## src/rtl/jk_cmd_sequencer.sv

```systemverilog
// Command front end for a J-K flip-flop: buffers {op,rpt} commands in a small FIFO,
// drives j/k for rpt+1 cycles each, and checks the fed-back q against a shadow model.
module jk_cmd_sequencer #(
  parameter int DEPTH = 4,
  parameter int RPT_W = 4,
  parameter int CNT_W = $clog2(DEPTH) + 1
) (
  input  logic             clk,
  input  logic             rst,
  input  logic             cmd_valid,
  output logic             cmd_ready,
  input  logic [1:0]       cmd_op,
  input  logic [RPT_W-1:0] cmd_rpt,
  output logic             j,
  output logic             k,
  input  logic             q_fb,
  output logic             exp_q,
  output logic             busy,
  output logic [CNT_W-1:0] level,
  output logic             mismatch,
  input  logic             clr_err
);

  localparam int AW = $clog2(DEPTH);
  localparam logic [AW:0] FULL_LVL = (AW + 1)'(DEPTH);

  typedef enum logic {IDLE, ISSUE} state_t;

  typedef struct packed {
    logic [1:0]       op;
    logic [RPT_W-1:0] rpt;
  } entry_t;

  entry_t           mem_q [DEPTH];
  entry_t           mem_d [DEPTH];
  logic [AW:0]      wr_ptr_q, wr_ptr_d;
  logic [AW:0]      rd_ptr_q, rd_ptr_d;
  state_t           state_q, state_d;
  logic [1:0]       jk_q, jk_d;
  logic [RPT_W-1:0] rem_q, rem_d;
  logic             shadow_q, shadow_d;
  logic             err_q, err_d;

  logic [AW:0] occ;
  logic        full;
  logic        empty;
  logic        push;
  logic        pop;
  entry_t      head;

  // Extra pointer MSB separates full (difference == DEPTH) from empty.
  assign occ   = wr_ptr_q - rd_ptr_q;
  assign full  = (occ == FULL_LVL);
  assign empty = (occ == '0);
  assign push  = cmd_valid && !full;
  assign head  = mem_q[rd_ptr_q[AW-1:0]];

  always_comb begin
    mem_d    = mem_q;
    wr_ptr_d = wr_ptr_q;
    rd_ptr_d = rd_ptr_q;
    state_d  = state_q;
    jk_d     = jk_q;
    rem_d    = rem_q;
    pop      = 1'b0;

    if (push) begin
      mem_d[wr_ptr_q[AW-1:0]] = '{op: cmd_op, rpt: cmd_rpt};
      wr_ptr_d = wr_ptr_q + 1'b1;
    end

    case (state_q)
      IDLE: begin
        jk_d = 2'b00;
        if (!empty) pop = 1'b1;
      end
      ISSUE: begin
        if (rem_q != '0) begin
          rem_d = rem_q - 1'b1;
        end else if (!empty) begin
          pop = 1'b1;
        end else begin
          jk_d    = 2'b00;
          state_d = IDLE;
        end
      end
      default: begin
        jk_d    = 2'b00;
        state_d = IDLE;
      end
    endcase

    // Loading on the completing edge keeps consecutive commands bubble-free.
    if (pop) begin
      jk_d     = head.op;
      rem_d    = head.rpt;
      state_d  = ISSUE;
      rd_ptr_d = rd_ptr_q + 1'b1;
    end
  end

  always_comb begin
    shadow_d = shadow_q;
    case (jk_q)
      2'b01:   shadow_d = 1'b0;
      2'b10:   shadow_d = 1'b1;
      2'b11:   shadow_d = ~shadow_q;
      default: shadow_d = shadow_q;
    endcase
    err_d = (err_q && !clr_err) || (q_fb != shadow_q);
  end

  always_ff @(posedge clk) begin
    if (rst) begin
      mem_q    <= '{default: '0};
      wr_ptr_q <= '0;
      rd_ptr_q <= '0;
      state_q  <= IDLE;
      jk_q     <= 2'b00;
      rem_q    <= '0;
      shadow_q <= 1'b0;
      err_q    <= 1'b0;
    end else begin
      mem_q    <= mem_d;
      wr_ptr_q <= wr_ptr_d;
      rd_ptr_q <= rd_ptr_d;
      state_q  <= state_d;
      jk_q     <= jk_d;
      rem_q    <= rem_d;
      shadow_q <= shadow_d;
      err_q    <= err_d;
    end
  end

  assign cmd_ready = !full;
  assign j         = jk_q[1];
  assign k         = jk_q[0];
  assign exp_q     = shadow_q;
  assign busy      = (state_q == ISSUE);
  assign level     = CNT_W'(occ);
  assign mismatch  = err_q;

endmodule

```

## config.mk

```make
export PLATFORM = sky130hd
export DESIGN_NAME = jk_cmd_sequencer
export DESIGN_NICKNAME = d
export VERILOG_FILES = /design/src/rtl/jk_cmd_sequencer.sv
export SDC_FILE = /design/constraint.sdc
export NUM_CORES = 1
export LEC_CHECK = 0
export ABC_AREA = 1
export CORE_ASPECT_RATIO = 0.75
export CORE_UTILIZATION = 40
export DETAILED_ROUTE_END_ITERATION = 8
export PLACE_DENSITY_LB_ADDON = 0.08
export SYNTH_ARGS = -nofsm -noshare
export SYNTH_HDL_FRONTEND = slang
export SYNTH_SLANG_ARGS = --single-unit
```

## constraint.sdc

```tcl
create_clock -name clk -period 5.5 [get_ports clk]
set_clock_uncertainty 0.05 [all_clocks]
set_input_delay 0.55 -clock clk [delete_from_list [all_inputs] [get_ports clk]]
set_output_delay 0.55 -clock clk [all_outputs]
set_load 0.01 [all_outputs]
```

# Word level (Yosys, flattened, before mapping)
# Index checks and enable logic that the tools add are counted.
[classes] n_mux=20 add_sub_neg=4 n_reduce_logical=13 order_cmp=3 n_bitwise=4 eq_ne=7
[ops] cell="24-bit bitwise mux" count=1
[ops] cell="6-bit two-way mux" count=3
[ops] cell="6-bit binary-select mux with 2-bit select" count=1
[ops] cell="6-bit demux with 2-bit select" count=1
[ops] cell="4-bit two-way mux" count=3
[ops] cell="3-bit by 1-bit adder with 3-bit output (second input constant)" count=2
[ops] cell="3-bit >= comparator (second input constant)" count=2
[ops] cell="2-bit two-way mux" count=3
[ops] cell="2-bit NOT with 3-bit output" count=2
[ops] cell="1-bit two-way mux" count=5
[ops] cell="2-bit equality test (second input constant)" count=2
[ops] cell="2-bit one-hot mux with 2 select lines" count=1
[ops] cell="2-bit AND reduction" count=2
[ops] cell="2-bit nonzero test" count=2
[ops] cell="4-bit nonzero test" count=1
[ops] cell="4-bit by 1-bit subtractor with 4-bit output (second input constant)" count=1
[ops] cell="3-bit equality test (second input constant)" count=1
[ops] cell="1-bit logical AND" count=3
[ops] cell="3-bit logical NOT" count=1
[ops] cell="3-bit by 1-bit less-than comparator with 1-bit output (second input constant)" count=1
[ops] cell="3-bit by 1-bit != test with 1-bit output (second input constant)" count=1
[ops] cell="3-bit != test (second input constant)" count=1
[ops] cell="1-bit one-hot mux with 3 select lines" count=1
[ops] cell="3-bit nonzero test" count=1
[ops] cell="7 further kinds" count=9
[totals] output_inout_bits=9 input_bits=11 register_bits=39

# Logic depth before layout (Yosys ltp)
[logic_depth] word_depth=7 depth_mapped=13

# Worst setup path after synthesis
# OpenSTA, ideal clock, no wires.
[synth_timing] path_type="reg-to-output" from="register wr_ptr_q[0]" to="output port level[2]" path_buffers=0 stages_incl_launch_ff=10 t_required_ns=4.900 setup_slack_ns=3.367 arrival_time_ns=1.533 cell_sequence="dfxtp_1 > inv_1 > ha_1 > fa_1 > inv_1 > nand2_2 > nand2_1 > nand2_2 > nand2_1 > inv_1"
[synth_via] elab_chain_len=1
[synth_rtl] item="from (decl)" line_no="36" source="logic [AW:0] wr_ptr_q, wr_ptr_d;"
[synth_rtl] item="from (signal assigned)" line_no="125" source="wr_ptr_q <= wr_ptr_d;"
[synth_rtl] item="3-bit subtractor" line_no="52" source="assign occ = wr_ptr_q - rd_ptr_q;"
[synth_rtl] item="to (decl)" line_no="19" source="output logic [CNT_W-1:0] level,"
# No other way between the ends.

# Worst setup path in the final report
[layout_timing] from="register rd_ptr_q[0]" to="output port cmd_ready"
[layout_via] elab_chain_len=3
[layout_rtl] item="from (decl)" line_no="37" source="logic [AW:0] rd_ptr_q, rd_ptr_d;"
[layout_rtl] item="from (signal assigned)" line_no="126" source="rd_ptr_q <= rd_ptr_d;"
[layout_rtl] item="3-bit subtractor" line_no="52"
[layout_rtl] item="3-bit equality test" line_no="53" source="assign full = (occ == FULL_LVL);"
[layout_rtl] item="1-bit logical NOT" line_no="135" source="assign cmd_ready = !full;"
[layout_rtl] item="to (decl)" line_no="11" source="output logic cmd_ready,"
# No other way between the ends.

==> flow_metrics.py <==
metrics = {
    "sta": {
        "rsz0062_at_grt": "false",
        "worst_pin_slew_ns": 1.01,
        "finalMaxSlewViolations": 0,
        "finalSetupTns_ns": 0,
        "fin_crit_sh_pct": 58.4,
        "period_needed_ns": 3.21,
        "slew-limit-headroom_pct": 32.3,
        "final-hold-violation-count": 0,
        "setup-violations-final": 0,
        "max_freq_mhz": 312,
    },
    "setup_path": {
        "arrival_ns": 2.61,
        "crit_path_max_fanout": 20,
        "critPathMaxStageDelay_ns": 0.72,
        "slowest_stage": "dfxtp_1",
        "path_cells": "ha_1 -> fa_1 -> nand2_1 -> inv_1 -> nand3_4 -> clkdlybuf4s50_1",
        "cp-end-kind": "output pin",
        "required_ns": 4.90,
        "reg2reg_slack_ns": 2.99,
        "crit_type": "reg -> out",
        "crit_path_start_kind": "flip-flop",
    },
    "grt": {
        "grt_pass1_vias": 1659,
        "antenna_found_initial": 0,
        "grt_max_degree": 37,
        "grt_pass1_wl_mm": 7.67,
        "grt-ovfl-total": 0,
        "grt_use_total_pct": 17.6,
    },
    "cells_and_area": {
        "drive_gt1_share_pct": 9.15,
        "final_area_mm2": 0.00240,
        "seqCellArea_um2": 781,
        "finish.utilization_pct": 47.6,
        "area_growth_pct": 11.7,
        "fillerInstances": 542,
        "multi_input_area_mm2": 0.00108,
        "nets": 349,
        "antenna_cells": 0,
        "fin_cells": 400,
    },
    "die": {
        "die_w_um": 86.6,
        "core_area_mm2": 0.00504,
        "rows": 22,
        "start_util_pct": 42.6,
        "ios": 20,
        "design.die.area_mm2": 0.00566,
        "die_h_um": 65.4,
    },
    "clocking": {
        "clkTransAtPathRegs_ns": 0.07,
        "cts_tree": "done",
        "cts_made_buffers": 5,
        "post_cts_buffers": 0,
        "cts.path.max_buffers": 2,
        "cts-root-buf": "clkbuf_8",
        "htree_levels": 2,
        "cts_resized": 0,
        "cts_hold_buf": 0,
        "cts.sinks": 39,
        "clk_latency_ns": 0.29,
    },
    "routing": {
        "avgViaCountPerCell": 4.46,
        "vias": 1785,
        "post_drt_wl_per_cell_um": 10.7,
        "first_pass_iters": 4,
        "antenna_left": 0,
        "drt-total-wl_mm": 4.29,
        "top_layer_used": "met4",
        "wl_met1_mm": 2.41,
        "drt_iter0_markers": 66,
        "route.met3.wl_um": 110,
        "dr_wl_met2_mm": 1.71,
        "drc": 0,
    },
    "logic_synthesis": {
        "synth.avg_cell_area_um2": 6.83,
        "ys_types": 25,
        "syn_nets": 334,
        "netlist_instances": 314,
        "synth_top_family_by_area": "simple AND/OR/NAND/NOR gates",
        "synth_xor_area_share_pct": 1.63,
        "yosys_register_bits": 39,
        "synthSimpleGateAreaFrac_pct": 35.2,
        "seq_area_frac_synth_pct": 36.4,
        "synthAdderAreaFrac_pct": 5.60,
        "synth.area.mux_share_pct": 0,
        "synth.cell_area_mm2": 0.00215,
        "synth_compound_area_share_pct": 7.87,
        "yosysWarnings": 0,
    },
    "placed_design": {
        "gp_congestion": 0.785,
        "dp.cells": 394,
        "hpwl_mm": 3.02,
        "placed_cell_area_mm2": 0.00232,
        "port_buffers": 19,
    },
    "status": {
        "outcome": "completed",
    },
    "pwr": {
        "powerDensity_mw_per_mm2": 515,
        "p_leak_nw": 1.21,
        "peakVddDrop_uv": 174,
    },
    "hold_path": {
        "hold_class": "reg -> reg",
    },
    "run": {
        "maxCapViolCount": 0,
    },
}
## cell usage in the layout, fill, tap and decap left out
master / netlist / routed
o21ai_2: 1 / 1
xor2_1: 4 / 4
nand2_1: 72 / 72
a21oi_1: 14 / 14
nand4_1: 3 / 3
clkinv_1: 1 / 1
nor3_1: 1 / 1
nand3_4: 2 / 2
ha_1: 8 / 8
fa_1: 1 / 1
nand2_2: 16 / 16
o21ai_0: 15 / 15
inv_2: 1 / 1
inv_1: 47 / 47
nand3_2: 4 / 4
or2_2: 1 / 1
dfxtp_1: 39 / 39
nand3_1: 10 / 10
clkbuf_8: 2 / 5
clkdlybuf4s50_1: 0 / 19
clkbuf_1: 0 / 1
o211ai_1: 2 / 2
nor2_1: 61 / 61
## cell usage after synthesis (all sizes together)
master / count / area (µm²)
a21oi: 14 / 70.1
nand4: 3 / 18.8
o21ai: 16 / 83.8
xor2: 4 / 35.0
nor2: 61 / 229
or2: 1 / 6.26
clkinv: 1 / 3.75
inv: 48 / 180
dfxtp: 39 / 781
buf: 8 / 67.6
nand3: 16 / 125
nand2: 88 / 370
o211ai: 2 / 15.0
nor3: 1 / 5.00
fa: 1 / 20.0
ha: 8 / 100
clkbuf: 3 / 35.0
## per-layer routing
metal	GRT usage (%)	up-vias
met3	3.77	7
met1	24.9	781
met5	0	-
li1	-	973
met2	26.5	24
met4	6.25	0
## flip-flops by register name, indices dropped and copies added (netlist names)
name,count
rem_q,4
wr_ptr_q,3
mem_q,24
mismatch,1
busy,1
rd_ptr_q,3
exp_q,1
jk_q,2
## worst max-delay path: cells and delay by family, from the launching register on
kind                     cells  cell delay (ns)
buffers and inverters        2             0.66
AND/OR/NAND/NOR              2             0.23
adder cells (fa/ha/maj)      2             0.70
flip-flops                   1             0.72
## cell families (layout without fill, tap and decap cells)
logic type	Yosys count	count (layout)
and+or+nand+nor	170	170
buffers and inverters	60	74
DFF	39	39
AOI/OAI and AO/OA	32	32
adders and majority gates	9	9
xor gates and xnor gates	4	4
## final timing paths
path | from | to | cells past startpoint
worst max-delay path | rd_ptr_q[0]$_SDFFE_PP0P_ | cmd_ready | 6
worst min-delay path | jk_q[0]$_SDFFE_PP0P_ | exp_q$_SDFFE_PP0P_ | 1
worst max register to register | rd_ptr_q[0]$_SDFFE_PP0P_ | mem_q[17]$_SDFFE_PP0P_ | 8
worst min register to register | jk_q[0]$_SDFFE_PP0P_ | exp_q$_SDFFE_PP0P_ | 1
## metrics by stage
step	power [mW]	setup slack, ns	hold slack (ns)
after floorplan	0.896	3.37	0.425
after global placement	1.07	2.63	0.408
after detailed placement	1.07	2.57	0.412
after CTS	1.25	2.24	0.422
after global routing	1.36	2.10	0.450
final	1.23	2.29	0.411
## where the power goes
| part | switching [mW] | internal [mW] |
|---|---|---|
| Clock | 0.0950 | 0.0846 |
| Combinational | 0.384 | 0.253 |
| Sequential | 0.0609 | 0.358 |
## cell type report
| type | instances | share of cell area, % |
|---|---|---|
| clock buffers | 6 | 3.03 |
| inverters | 49 | 7.68 |
| multi-input cells | 215 | 45.0 |
| flip-flops and latches | 39 | 32.6 |
| well taps | 72 | 3.76 |
| repair buffers | 19 | 7.94 |
No activity file was read; power rests on OpenSTA's default activity.
